### src/rtl/hpdcache_mem_resp_upsizer.sv
// Memory read-response upsizer: gathers consecutive narrow response beats of one
// transaction into full cache-line words. It has one accumulator slot for the word
// being built and one output register that drives the mem_resp_read_* port.
//
// Handshakes: a beat transfers on bus_rsp_valid_i & bus_rsp_ready_o. A word transfers
// on mem_resp_read_valid_o & mem_resp_read_ready_i. Once valid is raised, it stays high
// and its payload stays stable until the matching ready is seen. Neither side's ready
// depends combinationally on its own valid.
module hpdcache_mem_resp_upsizer #(
  parameter int unsigned IN_DATA_WIDTH  = 128,
  parameter int unsigned OUT_DATA_WIDTH = 512,
  parameter int unsigned ID_WIDTH       = 7
) (
  input  logic                      clk_i,
  input  logic                      rst_ni,
  input  logic                      bus_rsp_valid_i,
  output logic                      bus_rsp_ready_o,
  input  logic [IN_DATA_WIDTH-1:0]  bus_rsp_data_i,
  input  logic [ID_WIDTH-1:0]       bus_rsp_id_i,
  input  logic                      bus_rsp_error_i,
  input  logic                      bus_rsp_last_i,
  output logic                      mem_resp_read_valid_o,
  input  logic                      mem_resp_read_ready_i,
  output logic [OUT_DATA_WIDTH-1:0] mem_resp_read_data_o,
  output logic [ID_WIDTH-1:0]       mem_resp_read_id_o,
  output logic                      mem_resp_read_error_o,
  output logic                      mem_resp_read_last_o
);

  localparam int unsigned RATIO = OUT_DATA_WIDTH / IN_DATA_WIDTH;
  localparam int unsigned CNT_W = (RATIO > 1) ? $clog2(RATIO) : 1;
  localparam logic [CNT_W-1:0] LAST_LANE = CNT_W'(RATIO - 1);

  // FILL: accepting beats. WAIT: a finished word is parked in the accumulator
  // behind a stalled output register.
  typedef enum logic {FILL = 1'b0, WAIT = 1'b1} state_e;

  state_e                    state_q, state_d;
  logic [OUT_DATA_WIDTH-1:0] acc_data_q, acc_data_d;
  logic [ID_WIDTH-1:0]       acc_id_q, acc_id_d;
  logic                      acc_err_q, acc_err_d;
  logic                      acc_last_q, acc_last_d;
  logic [CNT_W-1:0]          cnt_q, cnt_d;
  logic                      out_valid_q, out_valid_d;
  logic [OUT_DATA_WIDTH-1:0] out_data_q, out_data_d;
  logic [ID_WIDTH-1:0]       out_id_q, out_id_d;
  logic                      out_err_q, out_err_d;
  logic                      out_last_q, out_last_d;

  logic                      beat_fire;
  logic                      out_fire;
  logic                      out_free;
  logic                      complete;
  logic [OUT_DATA_WIDTH-1:0] merged_data;
  logic [ID_WIDTH-1:0]       merged_id;
  logic                      merged_err;

  assign bus_rsp_ready_o       = (state_q == FILL);
  assign beat_fire             = bus_rsp_valid_i & bus_rsp_ready_o;
  assign out_fire              = out_valid_q & mem_resp_read_ready_i;
  assign out_free              = ~out_valid_q | mem_resp_read_ready_i;

  assign mem_resp_read_valid_o = out_valid_q;
  assign mem_resp_read_data_o  = out_data_q;
  assign mem_resp_read_id_o    = out_id_q;
  assign mem_resp_read_error_o = out_err_q;
  assign mem_resp_read_last_o  = out_last_q;

  // Merge the incoming beat into the word under construction. Lane 0 restarts
  // from zero, so lanes that a short transaction never writes stay at zero.
  always_comb begin
    merged_data = (cnt_q == '0) ? '0 : acc_data_q;
    merged_data[cnt_q*IN_DATA_WIDTH +: IN_DATA_WIDTH] = bus_rsp_data_i;
    merged_id   = (cnt_q == '0) ? bus_rsp_id_i : acc_id_q;
    merged_err  = ((cnt_q != '0) & acc_err_q) | bus_rsp_error_i;
    complete    = (cnt_q == LAST_LANE) | bus_rsp_last_i;
  end

  // Next-state and register updates for the accumulator, output slot and FSM.
  always_comb begin
    state_d     = state_q;
    acc_data_d  = acc_data_q;
    acc_id_d    = acc_id_q;
    acc_err_d   = acc_err_q;
    acc_last_d  = acc_last_q;
    cnt_d       = cnt_q;
    out_valid_d = out_valid_q;
    out_data_d  = out_data_q;
    out_id_d    = out_id_q;
    out_err_d   = out_err_q;
    out_last_d  = out_last_q;

    if (out_fire) begin
      out_valid_d = 1'b0;
    end

    case (state_q)
      FILL: begin
        if (beat_fire) begin
          if (complete) begin
            cnt_d = '0;
            if (out_free) begin
              out_valid_d = 1'b1;
              out_data_d  = merged_data;
              out_id_d    = merged_id;
              out_err_d   = merged_err;
              out_last_d  = bus_rsp_last_i;
            end else begin
              acc_data_d = merged_data;
              acc_id_d   = merged_id;
              acc_err_d  = merged_err;
              acc_last_d = bus_rsp_last_i;
              state_d    = WAIT;
            end
          end else begin
            acc_data_d = merged_data;
            acc_id_d   = merged_id;
            acc_err_d  = merged_err;
            cnt_d      = cnt_q + CNT_W'(1);
          end
        end
      end
      WAIT: begin
        // The output register is always occupied here; it refills from the
        // parked word in the same cycle it drains.
        if (out_fire) begin
          out_valid_d = 1'b1;
          out_data_d  = acc_data_q;
          out_id_d    = acc_id_q;
          out_err_d   = acc_err_q;
          out_last_d  = acc_last_q;
          state_d     = FILL;
        end
      end
      default: state_d = FILL;
    endcase
  end

  // State registers; reset discards any partial or pending word.
  always_ff @(posedge clk_i or negedge rst_ni) begin
    if (!rst_ni) begin
      state_q     <= FILL;
      acc_data_q  <= '0;
      acc_id_q    <= '0;
      acc_err_q   <= 1'b0;
      acc_last_q  <= 1'b0;
      cnt_q       <= '0;
      out_valid_q <= 1'b0;
      out_data_q  <= '0;
      out_id_q    <= '0;
      out_err_q   <= 1'b0;
      out_last_q  <= 1'b0;
    end else begin
      state_q     <= state_d;
      acc_data_q  <= acc_data_d;
      acc_id_q    <= acc_id_d;
      acc_err_q   <= acc_err_d;
      acc_last_q  <= acc_last_d;
      cnt_q       <= cnt_d;
      out_valid_q <= out_valid_d;
      out_data_q  <= out_data_d;
      out_id_q    <= out_id_d;
      out_err_q   <= out_err_d;
      out_last_q  <= out_last_d;
    end
  end

  // Beats of one word must share an ID; the first beat's ID is the one kept.
  id_stable_in_word: assert property (@(posedge clk_i) disable iff (!rst_ni)
    (beat_fire && (cnt_q != '0)) |-> (bus_rsp_id_i == acc_id_q));

endmodule

### config.mk
export PLATFORM = sky130hd
export DESIGN_NAME = hpdcache_mem_resp_upsizer
export DESIGN_NICKNAME = d
export VERILOG_FILES = /design/src/rtl/hpdcache_mem_resp_upsizer.sv
export SDC_FILE = /design/constraint.sdc
export NUM_CORES = 2
export LEC_CHECK = 0
export BUFFER_PORTS_ARGS = -buffer_cell sky130_fd_sc_hd__buf_2
export CAP_MARGIN = 20
export CORE_MARGIN = 2
export CORE_UTILIZATION = 50
export CTS_CLUSTER_SIZE = 16
export DETAILED_ROUTE_END_ITERATION = 16
export GPL_TIMING_DRIVEN = 1
export HOLD_SLACK_MARGIN = 0.08
export PLACE_DENSITY = 0.7
export SYNTH_ARGS = -nofsm -noshare
export SYNTH_HDL_FRONTEND = slang
export SYNTH_SLANG_ARGS = --single-unit
### constraint.sdc
create_clock -name clk_i -period 2.8 [get_ports clk_i]
set_input_delay 0.14 -clock clk_i [delete_from_list [all_inputs] [get_ports clk_i]]
set_output_delay 0.14 -clock clk_i [all_outputs]
set_load 0.02 [all_outputs]
==> run summary <==
The average vias per placed instance came out at 6.11. The congestion estimate from routability-driven global placement came to about 0.85. The number of design-rule violations left by the first detailed-router iteration is between 3000 and 4000.

After layout, the minimum clock period comes to between 2 and 3 ns. In this run, synthesis produced a sequential element count of 1046. Counting flops with a built-in enable in the synthesized netlist gives 0. The portion of total power attributed to the clock network is 30.4%. In the final layout, the share of cells above drive strength 1 is 34.1%. Setup repair after global routing left no endpoint under its margin. The initial standard-cell utilization of the core came out at around half. By startpoint and endpoint, the worst setup path is classified as reg -> reg. For the worst-skew pair, the clock arrives at the later sink with an insertion delay of approximately 0.68 ns. The number of hold-repair buffers added at the cts stage is between 100 and 150. The run finished with clean final reports. The maximum single-stage delay on the critical path is around 0.57 ns. The buffer type at the clock tree root is sky130_fd_sc_hd__clkbuf_16.

STA classifies the critical path endpoint as a flop. In this run the number of H-tree levels came out at 3. Once detailed placement completed, the half-perimeter wirelength came to approximately 86000 um. The most common cell in the synthesized netlist is sky130_fd_sc_hd__dfrtp_1.

The antenna violation net count after detailed routing came out at 0. Of the total power, registers draw 36.9%. The via count is 33900. The normalized max-slew margin came out at between 30% and 40%. The cell family contributing the most delay on the critical path is simple AND/OR/NAND/NOR gates. By count the netlist is led by sky130_fd_sc_hd__dfrtp_1, sky130_fd_sc_hd__nand2_1, sky130_fd_sc_hd__a22o_1. Of all cell types, the one taking the most synthesized area is sky130_fd_sc_hd__dfrtp_1. The post-cts sizing count came out at 0. The cell leakage power came out at around 27 nW. The worst path buffer plus inverter count came out at 2.

STA classifies the critical path startpoint as a flop. The final-report hold violation count came out at 0. The largest net degree at the start of global routing is around 140.

The final number of setup-violating endpoints is 0. The width of the chip is between 200 and 300 um. The die covers approximately 90000 sq um.

The post-synthesis to final-layout area growth is 22.6%. The maximum VDD drop is between 0.9 and 1 mV. The signal on the critical path passes through inv_2, ha_1, nand3b_1, or2_4, nor2_4, buf_12, a22o_1. The mean instance size in the synthesized netlist is roughly 12 sq um.

The worst path required time came out at around 3.4 ns. The sum of routed wire length over all layers came out at about 140000 um. The power density of the placed cells is 924 nW/um^2. The number of different library cells used by synthesis comes to 40. Counting every net in the synthesized netlist gives between 3000 and 4000. The area of combinational cells with multiple inputs is 16100 sq um. The y dimension of the die is between 200 and 300 um. Setup slack on the critical path of the routed design comes to between 0.1 and 0.15 ns. The critical-path cell with the highest stage delay is sky130_fd_sc_hd__nor2_4. The TritonCTS clock tree is built. The first global-routing pass estimated 217000 um of wire. The post-route fraction of the period consumed by the critical path is 95.2%. The maximum fanout encountered on the critical timing path came out at 56. The clock arrives with ~0.024 ns of skew. The most congested layer reported by global routing is met2. The netlist area before placement came out at around 44000 sq um. After clock tree synthesis, the clock-pin slew on the worst setup and hold paths is 0.07 ns. For the pin with the worst max-slew slack, the measured transition is 0.987 ns. After synthesis, flip-flops and latches occupy around three fifths of the total area. The warning count from the yosys run came out at 0. The number of buffers added for setup after CTS came out at 0. The number of detailed-route iterations in the first pass came out at 8. Global routing used a little over two fifths of the available met1 tracks. By area the synthesized netlist is led by sky130_fd_sc_hd__dfrtp_1, sky130_fd_sc_hd__mux2_2, sky130_fd_sc_hd__a22o_1.

The share of async-settable or async-resettable flops after synthesis came out at 100%. Summing all flip-flop and latch instances after layout gives roughly 26000 sq um. The number of ports placed on the die boundary is between 600 and 700. The pre-CTS setup slack is about 0.17 ns.

The placeable core region is a little under 90000 sq um. The number of maximum-capacitance constraint violations came out at 0. The switching power share of the total is 37.0%. The deepest clock path buffer count is 3. Based on the critical path, the design can be clocked at up to roughly 380 MHz. The final max-slew violation count came out at 0. The final-layout setup total negative slack is 0 ns. The total internal power came out at approximately 31 mW.

The leading register cell type out of synthesis is sky130_fd_sc_hd__dfrtp_1. The routed wirelength normalized by instance count is between 20 and 30 um. The path class of the tightest hold or removal check is in -> reg. The share of synthesized area in the top cell type comes to 59.9%. Counting every instance in the synthesized netlist gives around 3600.

The count of fill cells added during filler insertion came out at between 6000 and 7000. For this run, global-route usage on met3 was measured as about 6.0%. The cell row count came out at 108.

The net switching power of the design is around 18 mW. Data arrives at the worst endpoint at between 3 and 4 ns. The clock buffer count from CTS came out at 107. The fraction of met2 tracks used by global routing came out at between 40% and 50%. The number of global-route vias before repair is between 30000 and 40000.

The overall overflow remaining after global route is 0. In the routed design, unresolved DRC markers number 0. For this design, the sink count on the clock tree is ~1000. In the final design database the tool counted around 4500 nets. The total routing resource utilization after global routing came out at 31.6%. The combinational power share came out at between 30% and 40%. The number of antenna violations at the first check in global routing is 4. During placement, the flow inserted port buffers numbering around 660.
tightest hold or removal path, delay by kind of cell:
kind                   cells  cell delay [ns]
multiplexers               1             0.13
buffers and inverters      2             0.62
state kept, by name, indices dropped and copies added (netlist names):
register	flops
cnt_q	2
mem_resp_read_error_o	1
mem_resp_read_last_o	1
mem_resp_read_id_o	7
mem_resp_read_data_o	512
acc_id_q	7
state_q	1
mem_resp_read_valid_o	1
acc_data_q	512
acc_last_q	1
acc_err_q	1
kinds of logic after synthesis:
family	Yosys count	synth area share (%)
buffers and inverters	300	3.68
flip-flops	1046	59.9
multiplexers	536	13.8
adder cells (fa/ha/maj)	6	0.172
AO/OA/AOI/OAI	1046	16.7
AND/OR/NAND/NOR	648	5.81
per-layer routing:
metal	share of wire [%]	vias to the layer above
li1	-	14300
met2	47	1951
met1	40	17300
met4	4.4	2
met5	0.0091	-
met3	9.0	345
metrics by stage:
step | cell area (sq um) | std cells | power, mW | util (%) | hold slack, ns
finish | 53600 | 5551 | 49.5 | 61.8 | 0.250
global route | 53600 | 5550 | 51.3 | 61.8 | 0.256
CTS | 53600 | 5548 | 49.4 | 61.8 | 0.215
detailed placement | 48400 | 5210 | 34.2 | 55.8 | 0.203
global placement | 48400 | 5210 | 34.0 | 55.8 | 0.199
floorplan | 43700 | 3582 | 27.6 | - | -0.156
worst paths after layout:
kind	startpoint	endpoint	slack [ns]	cells after the start
max in group asynchronous	rst_ni	acc_data_q[179]	1.19	4
worst max-delay path	cnt_q[0]	acc_data_q[167]	0.13	7
worst min-delay path	bus_rsp_id_i[4]	acc_id_q[4]	0.25	3
min in group asynchronous	rst_ni	acc_data_q[122]	0.59	3
worst min register to register	mem_resp_read_data_o[415]	mem_resp_read_data_o[415]	0.49	1
worst max register to register	cnt_q[0]	acc_data_q[167]	0.13	7
cell type report:
type | instances | share of cell area (%)
Sequential cell | 1046 | 48.8
Multi-Input combinational cell | 2236 | 30.0
Timing Repair Buffer | 911 | 11.5
Clock buffer | 138 | 5.57
Tap cell | 1155 | 2.70
Clock inverter | 55 | 1.32
Inverter | 7 | 0.0537
Antenna cell | 3 | 0.0140
placed cells by master (no fill, tap or decap), types with 2 or more instances in the layout:
cell,instances
sky130_fd_sc_hd__inv_1,5
sky130_fd_sc_hd__o21ai_0,495
sky130_fd_sc_hd__clkbuf_8,17
sky130_fd_sc_hd__dfrtp_1,1046
sky130_fd_sc_hd__o21bai_4,4
sky130_fd_sc_hd__bufinv_16,14
sky130_fd_sc_hd__clkinvlp_4,7
sky130_fd_sc_hd__clkbuf_16,108
sky130_fd_sc_hd__clkbuf_1,13
sky130_fd_sc_hd__nand2_1,616
sky130_fd_sc_hd__dlygate4sd3_1,144
sky130_fd_sc_hd__nor2_1,3
sky130_fd_sc_hd__mux2_1,11
sky130_fd_sc_hd__mux2_2,525
sky130_fd_sc_hd__nor2_4,5
sky130_fd_sc_hd__a22o_1,536
sky130_fd_sc_hd__buf_12,51
sky130_fd_sc_hd__inv_6,4
sky130_fd_sc_hd__buf_4,53
sky130_fd_sc_hd__o21ai_4,5
sky130_fd_sc_hd__clkinv_2,22
sky130_fd_sc_hd__diode_2,3
sky130_fd_sc_hd__nor3_2,2
sky130_fd_sc_hd__buf_2,662
sky130_fd_sc_hd__nor2b_1,9
sky130_fd_sc_hd__clkinv_4,6
sky130_fd_sc_hd__ha_1,6
power groups by stage:
| stage | sequential (mW) | combinational (mW) | clock (mW) |
|---|---|---|---|
| floorplan | 19.1 | 8.53 | 0 |
| global placement | 18.5 | 15.5 | 0 |
| detailed placement | 18.5 | 15.7 | 0 |
| CTS | 18.2 | 16.0 | 15.2 |
| global route | 18.5 | 17.0 | 15.9 |
| finish | 18.3 | 16.2 | 15.0 |
Note: power is estimated with default switching activity, not from simulation.
